File: src/rtl/ram_512x64_arbiter.sv
// ram_512x64_arbiter: two-requester arbiter and sequencer for the 512x64 DFFRAM pair.
// Three-stage flow: accept (A) -> RAM access (B) -> response return (C).
// Optional feature: define RAM_ARB_ROUND_ROBIN_EN for round-robin arbitration.
// The default build uses fixed priority, where port 0 always wins.

// Per-port response lane: only the owning port sees the response.
module ram_arb_rsp_lane #(
    parameter logic PORT_ID = 1'b0
) (
    input  logic        c_vld,
    input  logic        c_port,
    input  logic        c_read,
    input  logic [63:0] ram_do,
    output logic        rsp_valid,
    output logic [63:0] rsp_rdata
);
    // Reads forward RAM data; write acknowledges carry zero.
    always_comb begin
        rsp_valid = c_vld && (c_port == PORT_ID);
        rsp_rdata = (rsp_valid && c_read) ? ram_do : 64'h0;
    end
endmodule

module ram_512x64_arbiter (
    input  logic        CLK,
    input  logic        RST,
    input  logic        req0_valid,
    output logic        req0_ready,
    input  logic [7:0]  req0_we,
    input  logic [8:0]  req0_addr,
    input  logic [63:0] req0_wdata,
    input  logic        req1_valid,
    output logic        req1_ready,
    input  logic [7:0]  req1_we,
    input  logic [8:0]  req1_addr,
    input  logic [63:0] req1_wdata,
    output logic        rsp0_valid,
    output logic [63:0] rsp0_rdata,
    output logic        rsp1_valid,
    output logic [63:0] rsp1_rdata,
    output logic        ram_en,
    output logic [7:0]  ram_we,
    output logic [8:0]  ram_a,
    output logic [63:0] ram_di,
    input  logic [63:0] ram_do
);
    localparam int NUM_PORTS = 2;
    localparam int STAGES    = 2;

    typedef struct packed {
        logic [7:0]  we;
        logic [8:0]  addr;
        logic [63:0] wdata;
    } req_t;

    logic [NUM_PORTS-1:0]        valid;
    logic [NUM_PORTS-1:0]        grant;
    req_t [NUM_PORTS-1:0]        req;
    req_t                        acc_req;
    logic                        acc_vld;
    logic                        acc_port;
    req_t                        b_req;
    logic                        b_port;
    logic                        c_port;
    logic                        c_read;
    logic [STAGES:1]             vld_pipe;
    logic [NUM_PORTS-1:0]        rsp_valid;
    logic [NUM_PORTS-1:0][63:0]  rsp_rdata;

    assign valid  = {req1_valid, req0_valid};
    assign req[0] = {req0_we, req0_addr, req0_wdata};
    assign req[1] = {req1_we, req1_addr, req1_wdata};

`ifdef RAM_ARB_ROUND_ROBIN_EN
    logic ptr;

    // On contention the pointer port wins; a lone requester always wins.
    always_comb begin
        grant = valid;
        if (&valid)
            grant = ptr ? 2'b10 : 2'b01;
        if (RST)
            grant = '0;
    end

    // The pointer hands priority to the port that just lost or was idle.
    always_ff @(posedge CLK or posedge RST) begin
        if (RST)
            ptr <= 1'b0;
        else if (acc_vld)
            ptr <= ~acc_port;
    end
`else
    // Port 0 wins on contention; port 1 is served only when port 0 is idle.
    always_comb begin
        grant = valid;
        if (valid[0])
            grant[1] = 1'b0;
        if (RST)
            grant = '0;
    end
`endif

    assign req0_ready = grant[0];
    assign req1_ready = grant[1];
    assign acc_vld    = |grant;
    assign acc_port   = grant[1];
    assign acc_req    = req[acc_port];

    // Stage valids; cleared on reset so in-flight requests get no response.
    always_ff @(posedge CLK or posedge RST) begin
        if (RST)
            vld_pipe <= '0;
        else
            vld_pipe <= {vld_pipe[STAGES-1:1], acc_vld};
    end

    // Stage B holds the accepted request while it is presented to the RAM.
    always_ff @(posedge CLK or posedge RST) begin
        if (RST) begin
            b_req  <= '0;
            b_port <= 1'b0;
        end else if (acc_vld) begin
            b_req  <= acc_req;
            b_port <= acc_port;
        end
    end

    // Stage C remembers the owner and access type while RAM data settles.
    always_ff @(posedge CLK or posedge RST) begin
        if (RST) begin
            c_port <= 1'b0;
            c_read <= 1'b0;
        end else if (vld_pipe[1]) begin
            c_port <= b_port;
            c_read <= (b_req.we == 8'h00);
        end
    end

    // RAM pins sit at zero whenever stage B is empty.
    always_comb begin
        ram_en = vld_pipe[1];
        ram_we = '0;
        ram_a  = '0;
        ram_di = '0;
        if (vld_pipe[1]) begin
            ram_we = b_req.we;
            ram_a  = b_req.addr;
            ram_di = b_req.wdata;
        end
    end

    for (genvar p = 0; p < NUM_PORTS; p++) begin : g_lane
        ram_arb_rsp_lane #(.PORT_ID(1'(p))) u_lane (
            .c_vld     (vld_pipe[STAGES]),
            .c_port    (c_port),
            .c_read    (c_read),
            .ram_do    (ram_do),
            .rsp_valid (rsp_valid[p]),
            .rsp_rdata (rsp_rdata[p])
        );
    end

    assign rsp0_valid = rsp_valid[0];
    assign rsp1_valid = rsp_valid[1];
    assign rsp0_rdata = rsp_rdata[0];
    assign rsp1_rdata = rsp_rdata[1];
endmodule

File: config.mk
export PLATFORM = sky130hd
export DESIGN_NAME = ram_512x64_arbiter
export DESIGN_NICKNAME = d
export VERILOG_FILES = /design/src/rtl/ram_512x64_arbiter.sv
export SDC_FILE = /design/constraint.sdc
export NUM_CORES = 1
export LEC_CHECK = 0
export CAP_MARGIN = 20
export CORE_AREA = 2 2 172 174
export DETAILED_ROUTE_END_ITERATION = 8
export DIE_AREA = 0 0 174 176
export GPL_TIMING_DRIVEN = 0
export MAX_ROUTING_LAYER = met4
export PLACE_DENSITY = 0.57
export SLEW_MARGIN = 30
export SYNTH_ARGS = -nofsm -noshare
export SYNTH_HDL_FRONTEND = slang
export SYNTH_SLANG_ARGS = --single-unit
File: constraint.sdc
create_clock -name CLK -period 4.7 [get_ports CLK]
set_input_delay 0.94 -clock CLK [delete_from_list [all_inputs] [get_ports CLK]]
set_output_delay 0.94 -clock CLK [all_outputs]
set_load 0.02 [all_outputs]
### Yosys cells after proc, flatten, opt, wreduce, memory -nomap -nowiden

Cells that the tools add are included.
W data, S select, Z words.

| operators by class | value |
|---|---|
| reductions and logical operators | 6 |
| bitwise gates (word level) | 1 |
| magnitude comparators | 1 |
| muxes and demuxes | 9 |

Operator list:

| operator | count |
|---|---|
| $mux W64 | 3 |
| $mux W81 | 2 |
| $mux W9 | 1 |
| $logic_not A8 Y1 | 1 |
| $mux W8 | 1 |
| $logic_and A1 B1 Y1 | 4 |
| $lt A1 B2 Y1 const B | 1 |
| $mux W2 | 1 |
| $reduce_or A2 Y1 | 1 |
| $mux W1 | 1 |
| $not A1 Y1 | 1 |

| storage, ports and cells | value |
|---|---|
| output and inout port bits | 214 |
| register bits | 86 |

### Longest topological paths before layout

Gate-level depths: netlist of run 1.

| logic depth | value |
|---|---|
| depth in word-level cells | 4 |
| depth in mapped cells | 6 |

### By module

Synthesis of run 1 repeated with hierarchy kept, for this count alone.

| unflattened totals | value |
|---|---|
| cell total of the unflattened synthesis | 644 |
| area total of the unflattened synthesis | 5929.4 µm² |

By module, submodules not included:

| module | sequential area each (µm²) | area each (µm²) | instances | cells an instance |
|---|---|---|---|---|
| ram_512x64_arbiter | 2152.1 | 4357.9 | 1 | 472 |
| ram_arb_rsp_lane at g_lane[0].u_lane | 0.0 | 805.8 | 1 | 86 |
| ram_arb_rsp_lane at g_lane[1].u_lane | 0.0 | 765.7 | 1 | 86 |

### Least setup slack after synthesis of run 1

Ideal clock, no wire load.

| path | value |
|---|---|
| path kind | input port to output port |
| start | input RST |
| end | output req1_ready |
| path slack | 2.087 ns |
| arrival | 1.673 ns |
| required time | 3.760 ns |
| cell stages on the path | 3 |
| cells stage by stage | buf_4 -> nor2b_1 -> nor2b_1 |

| between the ends | value |
|---|---|
| cells in the longest elaborated chain, start to end | 1 |

Ends and longest elaborated chain:

| what | RTL line | RTL |
|---|---|---|
| start: declaration | 26 | `input logic RST,` |
| $mux W2 | 99 | `if (RST)` |
| end: declaration | 33 | `output logic req1_ready,` |

No other way between the ends.

### Worst setup path after layout of run 1

| path | value |
|---|---|
| start | input req0_valid |
| end | output req1_ready |

| between the ends | value |
|---|---|
| cells in the longest elaborated chain, start to end | 2 |

Ends and longest elaborated chain:

| what | RTL line | RTL |
|---|---|---|
| start: declaration | 27 | `input logic req0_valid,` |
| $mux W1 | 97 | `if (valid[0])` |
| $mux W2 | 99 |  |

No other way between the ends.

==> results of run 1 <==
## power by group
| group | switching (mW) | internal [mW] |
|---|---|---|
| logic | 0.318 | 0.369 |
| registers | 0.0473 | 0.831 |
| clock network | 0.335 | 0.420 |
## how the worst max path moves through the flow
stage / to / depth (start not counted) / slack [ps]
floorplan: b_port$_DFFE_PP0P_ / 3 / 1180
global placement: b_req[13]$_DFFE_PP0P_ / 3 / -280
detailed placement: req1_ready / 5 / 390
CTS: req1_ready / 5 / 380
global route: req1_ready / 5 / 320
finish: req1_ready / 5 / 510
## Yosys cell counts
cell type / number / area [µm²]
and2_1: 210 / 1310
dfrtp_1: 86 / 2150
a22oi_1: 81 / 608
nand2_1: 79 / 297
o21ai_0: 62 / 310
clkbuf_1: 38 / 143
o21ai_1: 20 / 100
buf_2: 13 / 65.1
nor2b_1: 8 / 50.1
a21oi_1: 3 / 15.0
buf_4: 3 / 22.5
buf_6: 3 / 33.8
inv_1: 3 / 11.3
nor2_1: 3 / 11.3
nor4_1: 2 / 12.5
and3_1: 1 / 6.26
mux2_2: 1 / 11.3
nand3_1: 1 / 5.00
o21bai_2: 1 / 11.3
## state kept, by name (all words and copies together), names as in the netlist
register and count:
b_req 81, b_port 1, c_port 1, vld_pipe 2
c_read 1
## through the flow
step	TNS [ps]	hold slack, ps	total power [mW]	cells
after floorplan	0	442	1.16	618
after global placement	-23540	430	1.58	1444
after detailed placement	0	438	1.59	1445
after CTS	0	452	2.35	1461
after global routing	0	475	2.45	1461
final	0	452	2.32	1461
## kinds of logic after synthesis
logic type	share of synthesized area, %
AOI/OAI and AO/OA	20.2
buffers and inverters	5.32
and+or+nand+nor	32.7
DFF	41.6
muxes	0.217
## cell type report
| type | count | area [µm²] |
|---|---|---|
| clock buffers | 9 | 225 |
| fillers | 3027 | 18100 |
| clock inverters | 7 | 78.8 |
| multi-input cells | 472 | 2750 |
| inverters | 3 | 16.3 |
| plain buffers | 57 | 264 |
| repair buffers | 443 | 4450 |
| flip-flops and latches | 86 | 2150 |
| well taps | 384 | 480 |
## per-layer routing
| metal | GRT usage, % | vias up | routed length (µm) | share of wire (%) |
|---|---|---|---|---|
| li1 | - | 2978 | - | - |
| met2 | 32.0 | 269 | 14100 | 50 |
| met4 | 4.55 | 0 | 565 | 2.0 |
| met5 | - | - | 0 | 0 |
| met1 | 20.7 | 2915 | 11500 | 41 |
| met3 | 4.24 | 27 | 1790 | 6.4 |
==> results.md, run 1 <==
* Post-DP HPWL at 23000 µm
* CP Cell Sequence: clkdlybuf4s50_1 -> buf_2 -> clkbuf_1 -> nor2b_1 -> clkdlybuf4s50_1
* Layout Nets at 1302
* Post-Synthesis Cell Area at 5180 µm²
* CP startpoint: req0_valid
* Drt wl/cell at 19.1 µm
* Worst Path Arrival at 3250 ps
* Syn_area_per_cell at 8.38 µm²
* Crit. End Element: output pin
* H-tree depth at 3
* Drt drc at 0
* Slew Limit Fails at 0
* Flops & latches, synth at 86
* CTS tree: done
* Max_slew headroom at 47.4%
* Final Critical Period at 4190 ps
* Power Density at 223 nW/µm²
* Peak supply drop at 0.145 mV
* CP most frequent cell: clkdlybuf4s50_1
* Place WS at 391 ps
* Setup CP Type: in2out
* Ys Warns at 0
* Fin util at 36.5%
* Skew final at 8.38 ps
* Reg2Reg Setup Slack at 2870 ps
* Initial antenna violation count at 0
* Number of buffers and inverters on the critical path at 4
* Cts repair resizes at 0
* Worst path required time at 3760 ps
* GRT Total Usage at 18.1%
* Final worst slack at 514 ps
* Leak pwr at 4.10 nW
* Reg2reg start: vld_pipe[1]$_DFF_PP0_
* Syn Nets at 848
* Min-delay src: vld_pipe[1]$_DFF_PP0_
* Post-Synthesis Cells at 618
* I/O pin total at 444
* Total core area at 28500 µm²
* Least-Margin Pin Slew at 787 ps
* Seq/Total Area, Yosys at 41.6%
* Vert. Die Dim at 176 µm
* CP delay by family, top: buffers and inverters
* CTS root buf: clkbuf_16
* DP Area at 10100 µm²
* Worst hold stages at 0
* Total gr overflow at 0
* Most frequent cells in the layout: clkdlybuf4s50_1, and2_1, dfrtp_1
* Hold Path End: vld_pipe[2]$_DFF_PP0_
* PortBufs at 442
* Fmax at 239 MHz
* Via count at 6189
* N_diodes at 0
* Max_cap viols at 0
* Clk sinks at 86
* Distinct cells, synth at 19
* Design Area, Final at 10400 µm²
* Starting Density at 18.1%
* Row count at 62
* Vias/cell at 4.24
* Startpoint types: input pin
* Largest net degree at the start of global routing at 63
* Post-CTS setup buffers at 0
* Critical path's largest stage delay at 650 ps
* Area Growth Syn to Fin at 101%
* Final GP Congestion at 0.897
* Period utilization at 89.1%
* CP max stage cell: clkdlybuf4s50_1
* Clk buf depth at 2
* Hold-fix buffers, CTS at 0
* Global-route wire length before repair at 40300 µm
* Total detailed-routing wirelength at 27900 µm
* Status: finished clean
* HP Class: reg2reg
* Clock transition at path regs at 60 ps
* Final setup fails at 0
* RR Endpoint: c_read$_DFFE_PP0P_
* R2R depth at 4
* Detail Route Antenna Nets at 0
* Commonest non-fill, non-tap cell in the layout: clkdlybuf4s50_1
* RSZ-0062 raised after global routing: no
* Endpoints failing hold at 0
* Total Die Area at 30600 µm²
* Clock latency at the later pin of the worst-skew pair at 340 ps
* Critical path peak fanout at 10
* Vias in the first global route at 6363
* Initial drt markers at 184
* Cts bufs inserted at 9
* Fraction of layout instances using a drive strength above 1 at 3.62%
* Die X-Extent at 174 µm
* Pre-antenna DRT Iters at 6
No activity file was read; power rests on OpenSTA's default activity.
==> inputs of run 2 (changes only) <==
- SKIP_CTS_REPAIR_TIMING: default -> 1
==> results of run 2 <==
The final DEF is identical to that of run 1; final timing and power are the same.
